### src/rtl/bus_arbiter.sv
// Two-master bus arbiter with burst-limited fairness onto a shared read/write bus.
// Grants are combinational from owner/burst state; read-valid is returned one cycle later.
module bus_arbiter #(
  parameter int MAX_BURST = 4
) (
  input  logic        i_clk,
  input  logic        i_rst,
  input  logic        m0_req,
  input  logic        m1_req,
  input  logic        m0_we,
  input  logic        m1_we,
  input  logic [15:0] m0_addr,
  input  logic [15:0] m1_addr,
  input  logic [15:0] m0_wdata,
  input  logic [15:0] m1_wdata,
  output logic        m0_gnt,
  output logic        m1_gnt,
  output logic        m0_rvalid,
  output logic        m1_rvalid,
  output logic [15:0] m0_rdata,
  output logic [15:0] m1_rdata,
  output logic [15:0] read_addr,
  input  logic [15:0] read_data,
  output logic [15:0] write_addr,
  output logic [15:0] write_data,
  output logic        write_strobe
);

  localparam logic [0:0] OWNER_M0 = 1'b0;
  localparam logic [0:0] OWNER_M1 = 1'b1;
  localparam logic [3:0] BURST_MAX = 4'(MAX_BURST);

  logic [0:0] owner;
  logic [3:0] burst_cnt;
  logic       any_gnt;
  logic [0:0] granted;

  // Contention hands the bus to the non-owner only once the owner's burst is exhausted.
  always_comb begin
    m0_gnt = 1'b0;
    m1_gnt = 1'b0;
    if (!i_rst) begin
      if (m0_req && m1_req) begin
        if (burst_cnt < BURST_MAX) begin
          m0_gnt = (owner == OWNER_M0);
          m1_gnt = (owner == OWNER_M1);
        end else begin
          m0_gnt = (owner == OWNER_M1);
          m1_gnt = (owner == OWNER_M0);
        end
      end else begin
        m0_gnt = m0_req;
        m1_gnt = m1_req;
      end
    end
  end

  assign any_gnt = m0_gnt | m1_gnt;
  assign granted = m1_gnt ? OWNER_M1 : OWNER_M0;

  always_comb begin
    read_addr  = '0;
    write_addr = '0;
    write_data = '0;
    if (m0_gnt) begin
      read_addr  = m0_addr;
      write_addr = m0_addr;
      write_data = m0_wdata;
    end else if (m1_gnt) begin
      read_addr  = m1_addr;
      write_addr = m1_addr;
      write_data = m1_wdata;
    end
  end

  assign write_strobe = (m0_gnt & m0_we) | (m1_gnt & m1_we);
  assign m0_rdata     = read_data;
  assign m1_rdata     = read_data;

  always_ff @(posedge i_clk or posedge i_rst) begin
    if (i_rst) begin
      owner     <= OWNER_M0;
      burst_cnt <= '0;
    end else if (!any_gnt) begin
      burst_cnt <= '0;
    end else if (granted == owner) begin
      if (burst_cnt != BURST_MAX) burst_cnt <= burst_cnt + 4'd1;
    end else begin
      owner     <= granted;
      burst_cnt <= 4'd1;
    end
  end

  always_ff @(posedge i_clk or posedge i_rst) begin
    if (i_rst) begin
      m0_rvalid <= 1'b0;
      m1_rvalid <= 1'b0;
    end else begin
      m0_rvalid <= m0_gnt & ~m0_we;
      m1_rvalid <= m1_gnt & ~m1_we;
    end
  end

endmodule

### config.mk
export PLATFORM = sky130hd
export DESIGN_NAME = bus_arbiter
export DESIGN_NICKNAME = d
export VERILOG_FILES = /design/src/rtl/bus_arbiter.sv
export SDC_FILE = /design/constraint.sdc
export NUM_CORES = 1
export LEC_CHECK = 0
export ABC_AREA = 1
export BUFFER_PORTS_ARGS = -buffer_cell sky130_fd_sc_hd__buf_2
export CORE_ASPECT_RATIO = 0.75
export CORE_MARGIN = 1.5
export CORE_UTILIZATION = 27
export DETAILED_ROUTE_END_ITERATION = 16
export PLACE_DENSITY = 0.78
export SLEW_MARGIN = 10
export SYNTH_ARGS = -nofsm -noshare
export SYNTH_HDL_FRONTEND = slang
export SYNTH_SLANG_ARGS = --single-unit
### constraint.sdc
create_clock -name i_clk -period 1.3 [get_ports i_clk]
set_input_delay 0.13 -clock i_clk [delete_from_list [all_inputs] [get_ports i_clk]]
set_output_delay 0.13 -clock i_clk [all_outputs]
set_load 0.005 [all_outputs]
==> metrics.yaml <==
synth-compound-area-share_pct: 27.9
synth_commonest_cells: "buf_4 (48), a22o_1 (29), dfrtp_1 (7), inv_1 (7), nand2_1 (7)"
p_switching_mw: 0.352
setup.worst_path.class: "flop to output port"
placed_area_sq_um: 1510
path_delay_family: "simple AND/OR/NAND/NOR gates"
critPathMaxFanout: 8
setup_viol: 55
fmax_mhz: 575
synth_top_family_by_area: "buffers and inverters"
instances_no_fill: 286
hold_class: "input pin to flop"
p_total_mw: 1.10
synthAdderAreaFrac_pct: 2.17
clockBufferDepth: 2
place_congestion: 0.811
yosysMostFrequentCell: "buf_4"
slowest_stage: "dfrtp_1"
worstPathRequired_ps: 1170
cp_cell_sequence: "nor2_2 > nand2_2 > nand2_1 > nand2_1 > nand2_2 > inv_4 > clkbuf_16 > a22o_1 > buf_2"
power.share.clock_pct: 28.9
grt-ovfl-total: 0
synth_top_area_cell: "buf_4"
yosysWarnings: 0
path_clk_slew_ps: 40
synth_xor_area_share_pct: 1.52
ys_ff_latch: 7
hold_viol_final: 0
route.detailed.drc: 0
cts.root.buffer_cell: "clkbuf_8"
yosysTopAreaCellShare_pct: 31.3
pin_count: 171
leakage_nw: 1.03
clock-sinks: 7
totalWireLength_um: 4010
track_usage_pct: 13.1
maxSlewViolCount: 0
cp.arrival_ps: 1610
grt_max_degree: 35
rows: 20
ant_nets: 0
combinationalPowerShare_pct: 49.3
rsz0062_at_grt: "yes"
die_height_um: 59.6
worst_slew_pin_slew_ps: 291
relSlewSlack_pct: 80.6
synth_edf_count: 0
ys.flop_type: "dfrtp_1"
final.setup.worst_slack_ps: -439
synth_area_sq_um: 1150
drt_iter0_markers: 31
status: "complete, but fails checks"
stdcell_area_sq_um: 1700
layout.nets: 320
min_period_ps: 1740
irDropWorstVdd_uv: 319
sw_frac_of_total_pct: 32.1
placement.io_buffers: 122
drt_pass1_iterations: 4
fp.dieW_um: 78.4
wl_per_cell_um: 14.0
synth_cell_type_count: 22
dieArea_sq_um: 4670
yosys.area_share.simple_pct: 12.3
slowest_delay_ps: 390
hpwl_um: 2920
netlist_top_cells_area: "buf_4 (31%), a22o_1 (22%), dfrtp_1 (15%)"
rrSetupSlack_ps: -90
holdWs_ps: 59.2
viasPerCell: 4.65
synth_fp_nets: 229
start_kind: "flop"
start_util_pct: 28.3
grt_pass1_wl_um: 4820
cts_max_level: 1
post-route-util_pct: 41.7
path_buf_inv: 3
powerDensity_nw_per_um2: 644
yosysSeqAreaShare_pct: 15.2
avgSynthCellArea_sq_um: 8.17
fin_skew_ps: 5.66
p_int_mw: 0.745
num_vias: 1330
first_global_vias: 1104
maxCapViolCount: 0
cts_buffers: 3
path_depth: 9
core-area_sq_um: 4080
p_seq_share_pct: 21.9
r2r_cells: 9
place_inst: 275
critPathCaptureType: "output port"
hold_depth: 2
cts_tree: "yes"
areaGrowthSynthToFinish_pct: 47.8
antenna_found_initial: 0
async_flop_share_pct: 100
synthMuxAreaShare_pct: 0
timing.final.crit_share_pct: 134
setup-tns-final_ps: -20980
clock_latency_ps: 230
drive_above_1_share_pct: 69.7
syn_inst: 141
insertedDiodeCount: 0
dp_slack_ps: -212
violations: "negative setup slack"
[worst paths after layout]
path	from	to
worst max-delay path	burst_cnt[3]	write_addr[9]
worst min-delay path	m0_we	m0_rvalid
worst max register to register	burst_cnt[3]	burst_cnt[0]
worst min register to register	burst_cnt[1]	burst_cnt[1]
max in group asynchronous	i_rst	owner
min in group asynchronous	i_rst	m1_rvalid
[area by class of cell]
cell class | count | area, sq um
Clock buffer | 4 | 45.0
Sequential cell | 7 | 175
Inverter | 11 | 48.8
Timing Repair Buffer | 140 | 846
Tap cell | 55 | 68.8
Multi-Input combinational cell | 69 | 519
Fill cell | 424 | 2380
[worst reg2reg max path, delay by kind of cell, from the launching register on]
| kind | cells | cell delay (ps) |
|---|---|---|
| and+or+nand+nor | 8 | 720 |
| DFF | 1 | 390 |
| buffers and inverters | 1 | 150 |
[power groups by stage]
stage               clock network (mW)  registers (mW)  logic, mW
global placement                     0           0.242      0.469
floorplan                            0           0.244      0.348
finish                           0.316           0.240      0.540
CTS                              0.324           0.240      0.484
detailed placement                   0           0.243      0.476
global route                     0.338           0.242      0.593
[state kept, by name, summed over array words and instances (netlist names)]
signal and count:
burst_cnt 4, owner 1, m1_rvalid 1, m0_rvalid 1
[cells in the final DEF (no fill, tap or decap), drive strengths merged, types with 3 or more instances in the layout]
cell	count
a22o	33
buf	136
clkbuf	7
dfrtp	7
inv	11
nand2	13
nand3	5
nand4	3
nor2	5
[logic make-up after synthesis]
kind of cell,count (synthesis)
adder cells (fa/ha/maj),2
AND/OR/NAND/NOR,27
XOR/XNOR,2
buffers and inverters,65
flip-flops,7
AO/OA/AOI/OAI,38
[per-layer routing]
layer | global-route usage [%] | part of all wire [%] | vias up
li1 | - | - | 629
met1 | 17.4 | 42 | 611
met2 | 21.0 | 49 | 88
met3 | 4.15 | 9.4 | 2
met4 | 2.55 | 0.25 | 0
met5 | 0 | 0 | -
[what timing repair did]
| action | CTS | global route |
|---|---|---|
| setup buffers | 0 | 1 |
| resized for setup | 4 | 5 |
| endpoints found under the hold margin | 7 | 0 |
| gates cloned | 0 | 5 |
| hold buffers | 1 | 0 |
| endpoints found under the setup margin | 55 | 55 |
Power figures use the tool's default switching activity.
